==> src/rtl/bayer_mosaic.sv <==
// Re-mosaics raster-order ARGB pixels into an RGGB Bayer sample stream.
// Four consecutive 8-bit samples are packed per output word, oldest sample in the MSBs.
module bayer_mosaic #(
  parameter int WIDTH  = 640,
  parameter int HEIGHT = 480
) (
  input  logic        clk,
  input  logic        n_rst,
  input  logic        in_valid,
  output logic        in_ready,
  input  logic [31:0] in_pixel,
  input  logic        in_sof,
  output logic        out_valid,
  input  logic        out_ready,
  output logic [31:0] out_data,
  output logic        out_eof,
  output logic        frame_err
);

  localparam int CW = (WIDTH  > 1) ? $clog2(WIDTH)  : 1;
  localparam int RW = (HEIGHT > 1) ? $clog2(HEIGHT) : 1;
  localparam logic [CW-1:0] COL_LAST = CW'(WIDTH - 1);
  localparam logic [RW-1:0] ROW_LAST = RW'(HEIGHT - 1);

  logic [CW-1:0] col_q, col_d;
  logic [RW-1:0] row_q, row_d;
  logic [1:0]    lane_q, lane_d;
  logic [23:0]   pend_q, pend_d;
  logic [31:0]   data_q, data_d;
  logic          vld_q, vld_d;
  logic          eof_q, eof_d;
  logic          err_q, err_d;

  logic          accept;
  logic [CW-1:0] ecol;
  logic [RW-1:0] erow;
  logic [1:0]    elane;
  logic [7:0]    sample;
  logic          unused_alpha;

  assign unused_alpha = ^in_pixel[31:24];

  always_comb begin
    in_ready = (lane_q != 2'd3) || !vld_q || out_ready;
    accept   = in_valid && in_ready;

    // in_sof relocates the incoming pixel to the frame origin
    ecol  = in_sof ? '0   : col_q;
    erow  = in_sof ? '0   : row_q;
    elane = in_sof ? 2'd0 : lane_q;

    case ({erow[0], ecol[0]})
      2'b00:   sample = in_pixel[23:16];
      2'b11:   sample = in_pixel[7:0];
      default: sample = in_pixel[15:8];
    endcase

    col_d  = col_q;
    row_d  = row_q;
    lane_d = lane_q;
    pend_d = pend_q;
    data_d = data_q;
    vld_d  = vld_q;
    eof_d  = eof_q;
    err_d  = 1'b0;

    if (vld_q && out_ready) vld_d = 1'b0;

    if (accept) begin
      err_d = in_sof && ((col_q != '0) || (row_q != '0) || (lane_q != 2'd0));

      if (elane == 2'd3) begin
        // lane 3 is never reached on an sof pixel, so pend_q is all fresh
        data_d = {pend_q, sample};
        vld_d  = 1'b1;
        eof_d  = (ecol == COL_LAST) && (erow == ROW_LAST);
        lane_d = 2'd0;
      end else begin
        pend_d = in_sof ? {16'h0, sample} : {pend_q[15:0], sample};
        lane_d = elane + 2'd1;
      end

      if (ecol == COL_LAST) begin
        col_d = '0;
        row_d = (erow == ROW_LAST) ? '0 : erow + RW'(1);
      end else begin
        col_d = ecol + CW'(1);
        row_d = erow;
      end
    end
  end

  always_ff @(posedge clk or negedge n_rst) begin
    if (!n_rst) begin
      col_q  <= '0;
      row_q  <= '0;
      lane_q <= 2'd0;
      pend_q <= 24'h0;
      data_q <= 32'h0;
      vld_q  <= 1'b0;
      eof_q  <= 1'b0;
      err_q  <= 1'b0;
    end else begin
      col_q  <= col_d;
      row_q  <= row_d;
      lane_q <= lane_d;
      pend_q <= pend_d;
      data_q <= data_d;
      vld_q  <= vld_d;
      eof_q  <= eof_d;
      err_q  <= err_d;
    end
  end

  assign out_valid = vld_q;
  assign out_data  = data_q;
  assign out_eof   = eof_q;
  assign frame_err = err_q;

endmodule

==> config.mk <==
export PLATFORM = sky130hd
export DESIGN_NAME = bayer_mosaic
export DESIGN_NICKNAME = d
export VERILOG_FILES = /design/src/rtl/bayer_mosaic.sv
export SDC_FILE = /design/constraint.sdc
export NUM_CORES = 1
export LEC_CHECK = 0
export ABC_AREA = 1
export CAP_MARGIN = 30
export CORE_AREA = 4 4 93 95
export CTS_CLUSTER_SIZE = 8
export DETAILED_ROUTE_END_ITERATION = 10
export DIE_AREA = 0 0 97 99
export HOLD_SLACK_MARGIN = 0.06
export PLACE_DENSITY = 0.78
export SLEW_MARGIN = 25
export SYNTH_ARGS = -nofsm -noshare
export SYNTH_HDL_FRONTEND = slang
export SYNTH_SLANG_ARGS = --single-unit
==> constraint.sdc <==
create_clock -name clk -period 1.9 [get_ports clk]
set_input_delay 0.285 -clock clk [delete_from_list [all_inputs] [get_ports clk]]
set_output_delay 0.285 -clock clk [all_outputs]
set_load 0.02 [all_outputs]
==> reports/qor.yml, run 1 <==
status: "finished, final reports clean"
tns_ps: 0
path_buf_inv: 3
yosysSeqAreaShare_pct: 50.5
cap_violations: 0
ir_drop_mv: 0.592
crit_top_cell: "nand3_2"
drtIter0Drc: 172
slew_headroom_pct: 68.4
critical_path.slowest_cell: "dfrtp_1"
dp_hpwl_mm: 6.95
whs_ps: 420
max_stage_delay_ps: 350
r2r_slack_ps: 170
p_leak_nw: 2.37
clock_latency_ps: 360
yosys.cell_types.count: 32
grt_first_pass_wirelength_mm: 16.1
synthCells: 490
coreArea_sq_mm: 0.00773
antenna_found_initial: 0
antenna_cells: 0
portBuffers: 64
die_w_um: 97
drc: 0
final_cell_mix: "nand2_1 (116), dfrtp_1 (80), o21ai_0 (65), clkdlybuf4s50_1 (61), inv_1 (57)"
die_area_sq_mm: 0.00960
cts_tree: "built"
rsz0062_at_grt: "false"
clockBufferDepth: 2
grt_use_total_pct: 20.5
area_growth_pct: 29.2
first_global_vias: 3503
drive_above_1_share_pct: 13.7
setup_viol_count_final: 0
nNetsFinal: 620
start_kind: "flop"
fin_skew_ps: 8.37
ys_ff_latch: 80
routed_wl_mm: 9.42
power.density_mw_per_mm2: 975
synth-edff-count: 0
min_period_ps: 1730
avgSynthCellArea_sq_um: 8.09
rows: 32
clockRootBuffer: "clkbuf_8"
max_freq_mhz: 577
synth_fp_nets: 532
crit-reg2reg-capture: "col_q[1]$_DFFE_PN0P_"
gp_congestion: 0.898
critPathKind: "flop to flop"
cp_max_fo: 5
hold_viol_final: 0
layout.cells.non_filler: 685
cp_top_family: "simple AND/OR/NAND/NOR gates"
num_vias: 3589
ys.flop_type: "dfrtp_1"
final_common_cell: "nand2_1"
grt_max_degree: 49
crit_arrival_ps: 1970
crit_path_cell_trace: "inv_1 -> nor2_2 -> buf_4 -> ha_1 -> nand3_2 -> nor2_4 -> nand3_2 -> nand2_2 -> inv_2 -> nand2_1 -> o21ai_0"
hold_path.class: "input port to asynchronous set/reset pin"
cts_num_sinks: 80
cts_inserted_buffers: 9
fin_crit_sh_pct: 91.2
io-pin-count: 73
dp.cells: 668
regToRegStartpoint: "col_q[0]$_DFFE_PN0P_"
drv_slew: 0
worstPathRequired_ps: 2140
overflow: 0
vias_per_cell: 5.24
h-tree-depth: 3
die_h_um: 99
wl_per_cell_um: 13.8
firstDrtPassIters: 5
final_antenna_net_count: 0
start_util_pct: 51.3
reg2regPathDepth: 11
end_kind: "flop"
async_flop_share_pct: 100
path_clk_slew_ps: 90
yosysWarnings: 0
final_core_util_pct: 66.3
synth_area_sq_mm: 0.00396
worstMarginPinSlew_ps: 474
## cell usage after synthesis (4+ instances only)
cell	count	area, sq um
nand2_1	116	435
dfrtp_1	80	2000
o21ai_0	65	325
inv_1	57	214
nand3_1	38	190
nor2_1	37	139
a21oi_1	20	100
clkbuf_1	9	33.8
buf_2	5	25.0
ha_1	5	62.6
nand2_2	5	31.3
nand4_1	4	25.0
nor2_2	4	25.0
nor2_4	4	45.0
o22ai_1	4	25.0
xor2_1	4	35.0
## how the worst max path moves through the flow
| stage | start | endpoint | depth (start not counted) |
|---|---|---|---|
| 2_1_floorplan | in_sof | pend_q[2]$_DFFE_PN0P_ | 11 |
| 3_3_place_gp | in_sof | row_q[0]$_DFFE_PN0P_ | 10 |
| 3_5_place_dp | in_sof | col_q[1]$_DFFE_PN0P_ | 11 |
| 4_1_cts | in_sof | col_q[1]$_DFFE_PN0P_ | 11 |
| 5_1_grt | col_q[0]$_DFFE_PN0P_ | row_q[2]$_DFFE_PN0P_ | 10 |
| 6_report | col_q[0]$_DFFE_PN0P_ | col_q[1]$_DFFE_PN0P_ | 11 |
## sequential cells by signal, summed over array words and instances, names as in the netlist
signal and count:
row_q 9, out_eof 1, pend_q 24, col_q 10
out_valid 1, lane_q 2, frame_err 1, out_data 32
## area by class of cell
type	instances	area, sq um
multi-input combinational	327	1620
fill	624	2610
clock inverter	7	86.3
timing repair buffer	99	930
tap	102	128
sequential	80	2000
clock buffer	9	124
inverter	61	230
## metrics by stage
stage	setup slack [ps]	total power [mW]	instance area, sq um
2_1_floorplan	49.2	2.95	3970
4_1_cts	51.5	5.04	5120
3_3_place_gp	-234	3.65	4900
3_5_place_dp	-326	3.70	4900
6_report	168	4.99	5120
5_1_grt	26.8	5.29	5120
## routing by layer
| layer | wire, um | part of all wire [%] | track usage (%) | up-vias |
|---|---|---|---|---|
| met2 | 4540 | 48 | 33.6 | 154 |
| met1 | 4060 | 43 | 26.1 | 1671 |
| met4 | 149 | 1.6 | 7.34 | 0 |
| li1 | - | - | - | 1748 |
| met3 | 673 | 7.1 | 5.73 | 16 |
| met5 | 0 | 0 | 0 | - |
## what timing repair did
action / 4_1_cts / 5_1_grt
endpoints found under the setup margin: 1 / 16
hold endpoints to repair: 33 / 0
hold buffers: 1 / 0
buffers inserted: 0 / 0
gates resized for setup: 1 / 2
## report_power, final
| group | switching [mW] | total (mW) | internal, mW |
|---|---|---|---|
| Sequential | 0.191 | 2.22 | 2.03 |
| Combinational | 0.788 | 1.45 | 0.661 |
| Clock | 0.688 | 1.33 | 0.639 |
## cells by family (layout without fill, tap and decap cells)
family | after synthesis | in the layout | synth area share [%]
AOI/OAI and AO/OA | 95 | 95 | 12.5
xor gates and xnor gates | 6 | 6 | 1.33
adders and majority gates | 5 | 5 | 1.58
buffers and inverters | 83 | 176 | 8.71
DFF | 80 | 80 | 50.5
and+or+nand+nor | 221 | 221 | 25.4
No activity file was read; power rests on OpenSTA's default activity.
==> run 2: changes to the inputs <==
--- a/config.mk
+++ b/config.mk
@@ -12,7 +12,8 @@
 export DETAILED_ROUTE_END_ITERATION = 10
 export DIE_AREA = 0 0 97 99
 export HOLD_SLACK_MARGIN = 0.06
-export PLACE_DENSITY = 0.78
+export PLACE_DENSITY_LB_ADDON = 0.08
+export SKIP_CTS_REPAIR_TIMING = 1
 export SLEW_MARGIN = 25
 export SYNTH_ARGS = -nofsm -noshare
 export SYNTH_HDL_FRONTEND = slang
==> run 2 against run 1 <==
  * Power increased by 3.0%
  * Sequential power about the same
  * Sequential share of layout area decreased by 0.71 points
  * Clock-buffer cell count unchanged
  * Worst setup slack got worse by 15 ps
  * Global-route usage decreased by 0.27 points
  * Final area increased by 1.9%
  * Clock skew increased by 4.6 ps
  * Final cell count increased by 0.73%
  * Utilization increased by 1.2 points
  * Combinational power about the same
  * Highest routed layer unchanged
==> reports/qor.yml, run 2 (synthesis gave the netlist of run 1 again) <==
rows: 32
cp_max_fo: 5
antenna_cells: 0
worstPathRequired_ps: 2190
nFillCells: 629
io-pin-count: 73
clockRootBuffer: "clkbuf_8"
power.density_mw_per_mm2: 986
multi_input_area_sq_mm: 0.00164
status: "finished, final reports clean"
path_clk_slew_ps: 90
coreArea_sq_mm: 0.00773
final_antenna_net_count: 0
top_usage_layer: "met2"
hold_path.class: "input port to asynchronous set/reset pin"
start_kind: "flop"
worstMarginPinSlew_ps: 531
fin_area_sq_mm: 0.00522
tns_ps: 0
cap_violations: 0
drv_slew: 0
rsz0062_at_grt: "false"
cts_tree: "built"
fin_crit_sh_pct: 92.0
drive_above_1_share_pct: 14.8
slew_headroom_pct: 64.6
use_met1_pct: 27.5
critPathKind: "flop to flop"
grt_first_pass_wirelength_mm: 15.9
largest_reg_flops: 32
setup_viol_count_final: 0
drtIter0Drc: 194
clock_latency_ps: 360
cts_num_sinks: 80
grt_use_total_pct: 20.2
die_w_um: 97
final_common_cell: "nand2_1"
num_vias: 3451
final_cell_mix: "nand2_1 (116), dfrtp_1 (80), o21ai_0 (65), clkdlybuf4s50_1 (61), inv_1 (56)"
h-tree-depth: 3
ir_drop_mv: 0.600
area_growth_pct: 31.6
hold_viol_final: 0
final_core_util_pct: 67.5
clockBufferDepth: 2
portBuffers: 64
first_global_vias: 3479
place_area_sq_mm: 0.00495
firstDrtPassIters: 4
fin_skew_ps: 12.9
met3_usage_pct: 5.02
nNetsFinal: 625
gp_congestion: 0.874
die_area_sq_mm: 0.00960
die_h_um: 99
grt_max_degree: 49
grtUsageMet2_pct: 31.8
routed_wl_mm: 9.35
total_power_mw: 5.14
end_kind: "flop"
antenna_found_initial: 0
crit_arrival_ps: 2040
dp_hpwl_mm: 6.63
start_util_pct: 51.3
regArea_sq_mm: 0.00200
drc: 0
wl_per_cell_um: 13.5
reg2regPathDepth: 10
p_leak_nw: 2.42
max_freq_mhz: 572
vias_per_cell: 5.00
min_period_ps: 1750
cts_inserted_buffers: 9
overflow: 0
==> run 2: where the power goes <==
group          switching [mW]  internal, mW  total [mW]
clock                   0.708         0.773        1.48
sequential              0.184          2.03        2.21
combinational           0.781         0.671        1.45
==> run 2: final timing paths <==
kind | to | slack [ps] | start
min in group clk | col_q[0]$_DFFE_PN0P_ | 480 | in_sof
min | col_q[7]$_DFFE_PN0P_ | 440 | n_rst
max | row_q[6]$_DFFE_PN0P_ | 150 | col_q[0]$_DFFE_PN0P_
max in group asynchronous | pend_q[7]$_DFFE_PN0P_ | 870 | n_rst
max reg2reg | row_q[6]$_DFFE_PN0P_ | 150 | col_q[0]$_DFFE_PN0P_
min reg2reg | out_data[0]$_DFFE_PN0P_ | 490 | out_data[0]$_DFFE_PN0P_
==> run 2: worst max-delay path, stage by stage (launching register included) <==
cell     delay (ps)
dfrtp_1         350
inv_1            70
nor2_1           90
buf_4           140
ha_2            200
nand3_2         150
nor2_4          140
nand3_2         150
nor2_4          190
nand2_1          90
a21oi_2         120
==> run 2: stage by stage <==
stage	cells	hold slack, ps	worst slack [ps]
5_1_grt	690	481	2.37
3_5_place_dp	673	304	-336
3_3_place_gp	673	301	-229
2_1_floorplan	490	-10.6	49.2
4_1_cts	689	-92.0	23.9
6_report	690	443	153
==> run 2: final cells by class <==
class,instances,share of cell area [%]
sequential,80,38.4
tap,102,2.45
clock buffer,9,2.37
clock inverter,7,2.09
timing repair buffer,104,18.9
multi-input combinational,327,31.4
inverter,61,4.41
==> run 2: routing by layer <==
metal  vias to the layer above  share of wire [%]
met5                         -                  0
met4                         0                1.5
met3                        13                7.2
met2                       105                 45
met1                      1579                 46
li1                       1754                  -
